## src/rtl/shift_rows_pipe.sv

```systemverilog
// Pipelined ShiftRows / InvShiftRows for Rijndael states of NB = 4, 6 or 8 columns.
// Optional feature: define SHIFT_ROWS_PIPE_BYPASS_EN to add a per-block bypass tag.
module shift_rows_pipe #(
  parameter int NB     = 4,
  parameter int STAGES = 1
) (
  input  logic            clk,
  input  logic            rst,
  input  logic            in_valid_i,
  output logic            in_ready_o,
  input  logic [32*NB-1:0] in_data_i,
  input  logic            in_inv_i,
`ifdef SHIFT_ROWS_PIPE_BYPASS_EN
  input  logic            in_bypass_i,
  output logic            out_bypass_o,
`endif
  output logic            out_valid_o,
  input  logic            out_ready_i,
  output logic [32*NB-1:0] out_data_o,
  output logic            out_inv_o
);

  localparam int W  = 32 * NB;
  localparam int RW = 8 * NB;

  if (NB != 4 && NB != 6 && NB != 8) begin : g_bad_nb
    $error("shift_rows_pipe: NB must be 4, 6 or 8");
  end

  // Rows 2 and 3 shift one further for the 8-column block size.
  function automatic int row_shift(input int r);
    if (NB == 8 && r >= 2) return r + 1;
    return r;
  endfunction

  logic [W-1:0] perm;
  logic [W-1:0] s1_din;
  logic         bypass_in;

  always_comb begin
    perm = '0;
    for (int r = 0; r < 4; r++) begin
      for (int c = 0; c < NB; c++) begin
        if (in_inv_i)
          perm[r*RW + 8*c +: 8] = in_data_i[r*RW + 8*((c + NB - row_shift(r)) % NB) +: 8];
        else
          perm[r*RW + 8*c +: 8] = in_data_i[r*RW + 8*((c + row_shift(r)) % NB) +: 8];
      end
    end
  end

`ifdef SHIFT_ROWS_PIPE_BYPASS_EN
  assign bypass_in = in_bypass_i;
`else
  assign bypass_in = 1'b0;
`endif

  assign s1_din = bypass_in ? in_data_i : perm;

  logic         s1_valid;
  logic [W-1:0] s1_data;
  logic         s1_inv;
  logic         s1_ready;
  logic         down_ready;
`ifdef SHIFT_ROWS_PIPE_BYPASS_EN
  logic         s1_byp;
`endif

  assign s1_ready   = !s1_valid || down_ready;
  assign in_ready_o = s1_ready;

  always_ff @(posedge clk) begin
    if (rst) begin
      s1_valid <= 1'b0;
      s1_data  <= '0;
      s1_inv   <= 1'b0;
`ifdef SHIFT_ROWS_PIPE_BYPASS_EN
      s1_byp   <= 1'b0;
`endif
    end else if (s1_ready) begin
      s1_valid <= in_valid_i;
      if (in_valid_i) begin
        s1_data <= s1_din;
        s1_inv  <= in_inv_i;
`ifdef SHIFT_ROWS_PIPE_BYPASS_EN
        s1_byp  <= bypass_in;
`endif
      end
    end
  end

  if (STAGES == 1) begin : g_one
    assign down_ready  = out_ready_i;
    assign out_valid_o = s1_valid;
    assign out_data_o  = s1_data;
    assign out_inv_o   = s1_inv;
`ifdef SHIFT_ROWS_PIPE_BYPASS_EN
    assign out_bypass_o = s1_byp;
`endif
  end else if (STAGES == 2) begin : g_two
    logic         s2_valid;
    logic [W-1:0] s2_data;
    logic         s2_inv;
    logic         s2_ready;
`ifdef SHIFT_ROWS_PIPE_BYPASS_EN
    logic         s2_byp;
`endif

    assign s2_ready   = !s2_valid || out_ready_i;
    assign down_ready = s2_ready;

    always_ff @(posedge clk) begin
      if (rst) begin
        s2_valid <= 1'b0;
        s2_data  <= '0;
        s2_inv   <= 1'b0;
`ifdef SHIFT_ROWS_PIPE_BYPASS_EN
        s2_byp   <= 1'b0;
`endif
      end else if (s2_ready) begin
        s2_valid <= s1_valid;
        if (s1_valid) begin
          s2_data <= s1_data;
          s2_inv  <= s1_inv;
`ifdef SHIFT_ROWS_PIPE_BYPASS_EN
          s2_byp  <= s1_byp;
`endif
        end
      end
    end

    assign out_valid_o = s2_valid;
    assign out_data_o  = s2_data;
    assign out_inv_o   = s2_inv;
`ifdef SHIFT_ROWS_PIPE_BYPASS_EN
    assign out_bypass_o = s2_byp;
`endif
  end else begin : g_bad_stages
    $error("shift_rows_pipe: STAGES must be 1 or 2");
    assign down_ready  = out_ready_i;
    assign out_valid_o = 1'b0;
    assign out_data_o  = '0;
    assign out_inv_o   = 1'b0;
`ifdef SHIFT_ROWS_PIPE_BYPASS_EN
    assign out_bypass_o = 1'b0;
`endif
  end

endmodule

```

## config.mk

```make
export PLATFORM = sky130hd
export DESIGN_NAME = shift_rows_pipe
export DESIGN_NICKNAME = d
export VERILOG_FILES = /design/src/rtl/shift_rows_pipe.sv
export SDC_FILE = /design/constraint.sdc
export NUM_CORES = 1
export LEC_CHECK = 0
export ABC_AREA = 1
export BUFFER_PORTS_ARGS = -buffer_cell sky130_fd_sc_hd__buf_2
export CELL_PAD_IN_SITES_DETAIL_PLACEMENT = 0
export CELL_PAD_IN_SITES_GLOBAL_PLACEMENT = 1
export CORE_MARGIN = 2
export CORE_UTILIZATION = 32
export DETAILED_ROUTE_END_ITERATION = 8
export GPL_TIMING_DRIVEN = 0
export PLACE_DENSITY = 0.77
export SKIP_LAST_GASP = 1
export SLEW_MARGIN = 20
export SYNTH_ARGS = -nofsm -noshare
export SYNTH_HDL_FRONTEND = slang
export SYNTH_SLANG_ARGS = --single-unit
```

## constraint.sdc

```tcl
create_clock -name clk -period 1.4 [get_ports clk]
set_input_delay 0.14 -clock clk [delete_from_list [all_inputs] [get_ports clk]]
set_output_delay 0.14 -clock clk [all_outputs]
set_load 0.01 [all_outputs]
```

==> results of run 1 <==
==> worst paths after layout <==
path	startpoint	to	slack [ns]	depth (start not counted)
setup / recovery	out_valid_o	in_ready_o	0.06	3
hold / removal	in_data_i[19]	out_data_o[19]	0.05	5
setup reg to reg	out_valid_o	out_data_o[34]	0.17	6
hold reg to reg	out_data_o[84]	out_data_o[84]	0.46	2
==> through the flow <==
step                total power, W  std cells  setup TNS [ns]
finish                      0.0103       1599               0
global route                0.0109       1598        -0.00929
CTS                         0.0105       1597               0
detailed placement         0.00613       1564               0
global placement           0.00612       1564               0
floorplan                  0.00533       1036               0
==> cell usage in the layout (no fill, tap or decap), types with 2 or more instances in the layout <==
master	netlist	final
sky130_fd_sc_hd__clkbuf_1	5	4
sky130_fd_sc_hd__clkinv_4	0	2
sky130_fd_sc_hd__nand2_2	2	2
sky130_fd_sc_hd__nand3_1	65	65
sky130_fd_sc_hd__clkbuf_4	0	3
sky130_fd_sc_hd__clkinv_2	0	3
sky130_fd_sc_hd__clkbuf_8	0	2
sky130_fd_sc_hd__diode_2	0	2
sky130_fd_sc_hd__clkinvlp_4	0	4
sky130_fd_sc_hd__buf_4	13	13
sky130_fd_sc_hd__buf_2	38	298
sky130_fd_sc_hd__inv_1	131	131
sky130_fd_sc_hd__clkbuf_16	0	17
sky130_fd_sc_hd__buf_6	6	6
sky130_fd_sc_hd__nand2_1	385	385
sky130_fd_sc_hd__nor2_1	258	258
sky130_fd_sc_hd__dfxtp_1	130	130
sky130_fd_sc_hd__inv_6	0	4
==> logic make-up (layout without fill, tap and decap cells) <==
kind of cell           count (synthesis)  count (layout)
AND/OR/NAND/NOR                      710             710
AO/OA/AOI/OAI                          1               1
flip-flops                           130             130
buffers and inverters                195             491
other                                  0               2
==> layout make-up <==
type	count	area [µm²]
inverter	132	495
fill	2207	10800
timing repair buffer	264	1330
sequential	130	2600
buffer	63	395
clock inverter	14	128
multi-input combinational	711	2760
clock buffer	18	439
tap	265	332
antenna	2	5.00
==> what timing repair did <==
action	CTS	global route
pin swaps	0	1
setup endpoints to repair	1	7
hold buffers	1	0
endpoints found under the hold margin	1	0
gates resized for setup	3	3
==> registers in the layout (all words and copies together) (netlist names) <==
register	count
out_valid_o	1
out_data_o	128
out_inv_o	1
==> worst min-delay path: cells and delay by family <==
kind          cells  cell delay [ns]
buf+inv           2             0.10
simple gates      3             0.19
==> power by group through the flow <==
| stage | Sequential (W) | Clock, W | Combinational, W |
|---|---|---|---|
| CTS | 0.00415 | 0.00439 | 0.00192 |
| floorplan | 0.00437 | 0 | 0.000958 |
| detailed placement | 0.00423 | 0 | 0.00190 |
| finish | 0.00414 | 0.00429 | 0.00189 |
| global route | 0.00418 | 0.00457 | 0.00215 |
| global placement | 0.00422 | 0 | 0.00190 |
==> per-layer routing <==
metal	global-route usage, %	part of all wire (%)
met1	25.8	46
met2	30.2	46
met3	4.70	5.7
met4	6.81	1.9
met5	0	0
==> impl_metrics.py, run 1 <==
metrics = {
    "sta": {
        "grt_setup_unrepaired": "true",
        "finalSetupViolCount": 0,
        "finalClockSkew_ns": 0.00768,
        "worst-slew-pin-transition_ns": 0.608,
        "timing.hold.ws_ns": 0.0455,
        "finalWorstPathRequiredPeriod_ns": 1.34,
        "finalHoldViolCount": 0,
        "final_max_slew_viol_count": 0,
        "timing.max_slew.rel_slack_pct": 59.5,
        "fmax_ghz": 0.746,
        "worst_slack_ns": 0.0593,
        "final.period_utilization_pct": 95.8,
    },
    "synth": {
        "asyncSetResetFlopFracSynth_pct": 0,
        "ys_top_cells_by_count": "sky130_fd_sc_hd__nand2_1 (385), sky130_fd_sc_hd__nor2_1 (258), sky130_fd_sc_hd__inv_1 (131)",
        "synth.cell_area_um2": 6230,
        "netlist.area_leader.share_pct": 41.8,
        "area_fraction_in_compound_gates_after_synthesis_pct": 0.0803,
        "synth.net_count": 1169,
        "synth.most_common_cell": "sky130_fd_sc_hd__nand2_1",
        "muxShareOfSynthArea_pct": 0,
        "postSynthRegisterBits": 130,
        "dominant_combinational_cell_family_by_area_after_synthesis": "simple AND/OR/NAND/NOR gates",
        "synth-edff-count": 0,
        "syn-instance-count": 1036,
        "synth_xor_xnor_area_share_pct": 0,
        "post-synth-top-area-cell": "sky130_fd_sc_hd__dfxtp_1",
        "ys_types": 13,
        "postSynth.topFlopCell": "sky130_fd_sc_hd__dfxtp_1",
        "ys_warn_count": 0,
        "synth_adder_area_share_pct": 0,
        "synth_simple_gate_area_share_pct": 44.1,
        "synth.area.top_cells": "sky130_fd_sc_hd__dfxtp_1 (42%), sky130_fd_sc_hd__nand2_1 (23%), sky130_fd_sc_hd__nor2_1 (16%)",
        "sequential_element_share_of_the_synthesized_area_pct": 41.8,
        "syn_area_per_cell_um2": 6.02,
    },
    "clock_network": {
        "clkLatencyLatePin_ns": 0.42,
        "cts.reportedPaths.clkPinSlew_ns": 0.07,
        "cts_buffers": 17,
        "cts_sinks": 130,
        "cts-root-buf": "sky130_fd_sc_hd__clkbuf_16",
        "tritoncts": "built",
        "h-tree-depth": 4,
        "clock_path_buffers": 2,
        "postCtsSetupBuffers": 0,
    },
    "drt": {
        "drt-wirelength-per-cell_um": 12.6,
        "routed_via_density": 4.21,
        "routed-via-count": 6739,
        "remaining_drc_errors": 0,
        "drt-pass1-iter-count": 5,
        "ant_nets": 0,
        "routed_wl_mm": 20.2,
        "dr.first_iter.drc_count": 283,
    },
    "die": {
        "design.core.area_um2": 19300,
        "chipWidth_um": 144,
        "floorplan.initialDensity_pct": 32.3,
        "area_of_the_die_um2": 20600,
        "die_h_um": 144,
        "std_cell_rows": 51,
        "number_of_ports_placed_on_the_die_boundary": 264,
    },
    "setup_path": {
        "cp_top_family": "flip-flops",
        "critPathLaunchType": "flip-flop",
        "worst_setup_path_end_kind": "output pin",
        "critPathMaxFanout": 10,
        "setup.worst_path.class": "reg2out",
        "timing.critical_path.required_ns": 1.26,
        "critical_path.slowest_cell": "sky130_fd_sc_hd__dfxtp_1",
        "worst-path-buf-inv": 2,
        "worst_ep_arrival_time_ns": 1.20,
        "worst_path_cell_chain": "nand2_2, clkbuf_8, buf_2",
        "slowest_delay_ns": 0.34,
    },
    "power": {
        "power.density_cell_area_nw_per_um2": 1220,
        "power_switching_share_pct": 29.6,
        "power.static_leakage_nw": 5.11,
        "p_int_w": 0.00728,
        "max-vdd-ir-drop_mv": 0.766,
        "netSwitchingPower_w": 0.00305,
        "pwr-share-comb_pct": 18.3,
        "share_clk_of_total_power_pct": 41.6,
        "seq_power_share_pct": 40.1,
    },
    "global_route": {
        "globalRouteOverflowTotal": 0,
        "antenna_found_initial": 1,
        "global_route_usage_sum_pct": 19.2,
        "grt_first_pass_wirelength_mm": 30.9,
        "grt_start_max_net_pins": 17,
        "via_count_of_the_first_global_routing_pass": 5880,
    },
    "place": {
        "detailed_place_hpwl_mm": 15.5,
        "place_ws_ns": 0.153,
        "gp_routability_congestion": 0.784,
        "placed_cell_area_um2": 7880,
        "place.port_buffers": 263,
    },
    "layout": {
        "drive_above_1_share_pct": 26.7,
        "fin_nets": 1452,
        "final_core_utilization_pct": 44.0,
        "synthToLayoutAreaGrowth_pct": 36.1,
        "post-route-cell-area_um2": 8480,
    },
    "min_path": {
        "hold_path_class": "in2reg",
    },
    "status": {
        "status": "finished clean",
    },
    "run": {
        "cap_violations": 0,
    },
}
Note: power is estimated with default switching activity, not from simulation.
==> inputs of run 2 (changes only) <==
--- a/config.mk
+++ b/config.mk
@@ -6,7 +6,7 @@
 export NUM_CORES = 1
 export LEC_CHECK = 0
 export ABC_AREA = 1
-export BUFFER_PORTS_ARGS = -buffer_cell sky130_fd_sc_hd__buf_2
+export BUFFER_PORTS_ARGS = -buffer_cell sky130_fd_sc_hd__buf_4
 export CELL_PAD_IN_SITES_DETAIL_PLACEMENT = 0
 export CELL_PAD_IN_SITES_GLOBAL_PLACEMENT = 1
 export CORE_MARGIN = 2
==> run 2 against run 1 <==
Effect of this change:
- design area up 7.7%
- highest routed layer unchanged
- clock power up 1%
- flip-flop and latch count unchanged
- largest cell class unchanged
==> impl_metrics.py, run 2 (synthesized netlist as in run 1, its figures left out) <==
metrics = {
    "layout": {
        "post-route-cell-area_um2": 9140,
        "most-common-layout-cells": "sky130_fd_sc_hd__nand2_1 (385), sky130_fd_sc_hd__buf_4 (276), sky130_fd_sc_hd__nor2_1 (258), sky130_fd_sc_hd__inv_1 (131), sky130_fd_sc_hd__dfxtp_1 (130)",
        "largest_reg_flops": 128,
        "fill_cells": 2127,
        "most_frequent_standard_cell_in_the_layout_excluding_fill_and_tap_cells": "sky130_fd_sc_hd__nand2_1",
        "insertedDiodeCount": 0,
        "area_of_all_sequential_standard_cells_um2": 2600,
        "drive_above_1_share_pct": 26.7,
        "multi_input_comb_area_um2": 2760,
        "fin_nets": 1452,
        "synthToLayoutAreaGrowth_pct": 46.6,
    },
    "drt": {
        "routed_wl_mm": 20.9,
        "drt-pass1-iter-count": 5,
        "remaining_drc_errors": 0,
        "dr.first_iter.drc_count": 243,
        "ant_nets": 0,
        "routed-via-count": 6701,
        "routed_via_density": 4.20,
        "drt-wirelength-per-cell_um": 13.1,
    },
    "clock_network": {
        "cts_buffers": 17,
        "cts_sinks": 130,
        "postCtsSetupBuffers": 0,
        "cts.reportedPaths.clkPinSlew_ns": 0.07,
        "clock_path_buffers": 2,
        "cts-root-buf": "sky130_fd_sc_hd__clkbuf_16",
        "tritoncts": "built",
        "clkLatencyLatePin_ns": 0.42,
        "h-tree-depth": 4,
    },
    "global_route": {
        "via_count_of_the_first_global_routing_pass": 6119,
        "globalRouteOverflowTotal": 0,
        "global_route_usage_sum_pct": 20.1,
        "grt_first_pass_wirelength_mm": 32.3,
        "grt_start_max_net_pins": 17,
        "antenna_found_initial": 0,
    },
    "sta": {
        "finalSetupViolCount": 0,
        "final_max_slew_viol_count": 0,
        "grt_setup_unrepaired": "true",
        "worst_slack_ns": 0.0646,
        "finalWorstPathRequiredPeriod_ns": 1.34,
        "finalHoldViolCount": 0,
        "timing.max_slew.rel_slack_pct": 63.5,
        "final.period_utilization_pct": 95.4,
        "worst-slew-pin-transition_ns": 0.547,
        "fmax_ghz": 0.749,
        "finalClockSkew_ns": 0.00855,
    },
    "setup_path": {
        "critical_path.slowest_cell": "sky130_fd_sc_hd__dfxtp_1",
        "setup.worst_path.class": "reg2out",
        "cp_top_family": "flip-flops",
        "timing.critical_path.required_ns": 1.26,
        "worst_ep_arrival_time_ns": 1.20,
        "worst-path-buf-inv": 2,
        "worst_r2r_endpoint": "out_data_o[85]",
        "r2r_cells": 6,
        "slowest_delay_ns": 0.34,
        "critPathLaunchType": "flip-flop",
        "setup.reg_to_reg.worst_slack_ns": 0.11,
        "timing.rr.start": "out_valid_o",
        "worst_path_cell_chain": "nand2_2, buf_8, buf_4",
        "worst_setup_path_end_kind": "output pin",
        "critPathMaxFanout": 10,
    },
    "die": {
        "die_h_um": 144,
        "design.core.area_um2": 19300,
        "chipWidth_um": 144,
        "area_of_the_die_um2": 20600,
        "number_of_ports_placed_on_the_die_boundary": 264,
        "std_cell_rows": 51,
        "floorplan.initialDensity_pct": 32.3,
    },
    "power": {
        "power.static_leakage_nw": 5.26,
        "power.total_w": 0.0107,
        "max-vdd-ir-drop_mv": 0.797,
        "power.density_cell_area_nw_per_um2": 1170,
    },
    "min_path": {
        "min_delay_worst_endpoint": "out_data_o[51]",
        "min-delay-start": "in_data_i[59]",
        "hold_path_class": "in2reg",
        "min_delay_path_depth": 5,
    },
    "place": {
        "place.port_buffers": 263,
        "placed_cell_area_um2": 8540,
        "detailed_place_hpwl_mm": 15.8,
        "gp_routability_congestion": 0.773,
        "place_ws_ns": 0.133,
    },
    "run": {
        "cap_violations": 0,
    },
    "status": {
        "status": "finished clean",
    },
}
==> run 2: cell types whose count changed in the layout (fill, tap and decap cells not counted) <==
cell	delta
sky130_fd_sc_hd__diode_2	-2
sky130_fd_sc_hd__clkinv_2	-1
sky130_fd_sc_hd__clkbuf_4	-1
sky130_fd_sc_hd__buf_2	-262
sky130_fd_sc_hd__clkinv_4	+1
sky130_fd_sc_hd__buf_4	+263
sky130_fd_sc_hd__clkbuf_8	-1
sky130_fd_sc_hd__buf_8	+1
==> run 2: worst min-delay path, delay by kind of cell <==
kind	cells	cell delay, ns
simple gates	4	0.20
buf+inv	1	0.09
==> run 2: worst max-delay path by stage <==
stage,start,to,slack [ns],cells past startpoint
CTS,out_valid_o,in_ready_o,0.01,3
floorplan,out_valid_o,out_data_o[14],0.28,7
global route,out_valid_o,out_data_o[72],-0.001,6
detailed placement,out_valid_o,out_data_o[26],0.13,6
finish,out_valid_o,in_ready_o,0.06,3
global placement,out_valid_o,out_data_o[67],0.15,6
==> run 2: where the power goes <==
group	internal [W]	total (W)	switching, W
Combinational	0.00102	0.00215	0.00113
Sequential	0.00400	0.00416	0.000161
Clock	0.00251	0.00435	0.00184
Total	0.00754	0.0107	0.00313
==> run 2: through the flow <==
| stage | instances | hold slack, ns | util (%) | TNS, ns |
|---|---|---|---|---|
| after detailed placement | 1564 | 0.314 | 44.3 | 0 |
| after global routing | 1597 | 0.0448 | 47.4 | -0.00122 |
| final | 1597 | 0.0384 | 47.4 | 0 |
| after CTS | 1597 | 0.0225 | 47.4 | 0 |
| after global placement | 1564 | 0.305 | 44.3 | 0 |
| after floorplan | 1036 | 0.209 | - | 0 |
==> run 2: area by class of cell <==
| class | instances | share of cell area [%] |
|---|---|---|
| multi-input combinational | 711 | 30.2 |
| sequential | 130 | 28.5 |
| timing repair buffer | 264 | 21.7 |
| inverter | 132 | 5.42 |
| clock buffer | 18 | 4.81 |
| buffer | 63 | 4.31 |
| tap | 265 | 3.63 |
| clock inverter | 14 | 1.44 |
==> run 2: layer usage <==
| layer | track usage (%) | vias up | share of wire [%] |
|---|---|---|---|
| met2 | 31.9 | 170 | 46 |
| met3 | 5.26 | 29 | 5.5 |
| met1 | 26.7 | 2921 | 46 |
| met5 | 0 | - | 0 |
| li1 | - | 3581 | - |
| met4 | 6.60 | 0 | 2.2 |
==> run 2: what timing repair did <==
action / 4_1_cts / 5_1_grt
endpoints found under the setup margin: 1 / 7
endpoints found under the hold margin: 1 / 0
hold buffers: 1 / 0
gates resized for setup: 3 / 3
pin swaps: 0 / 1
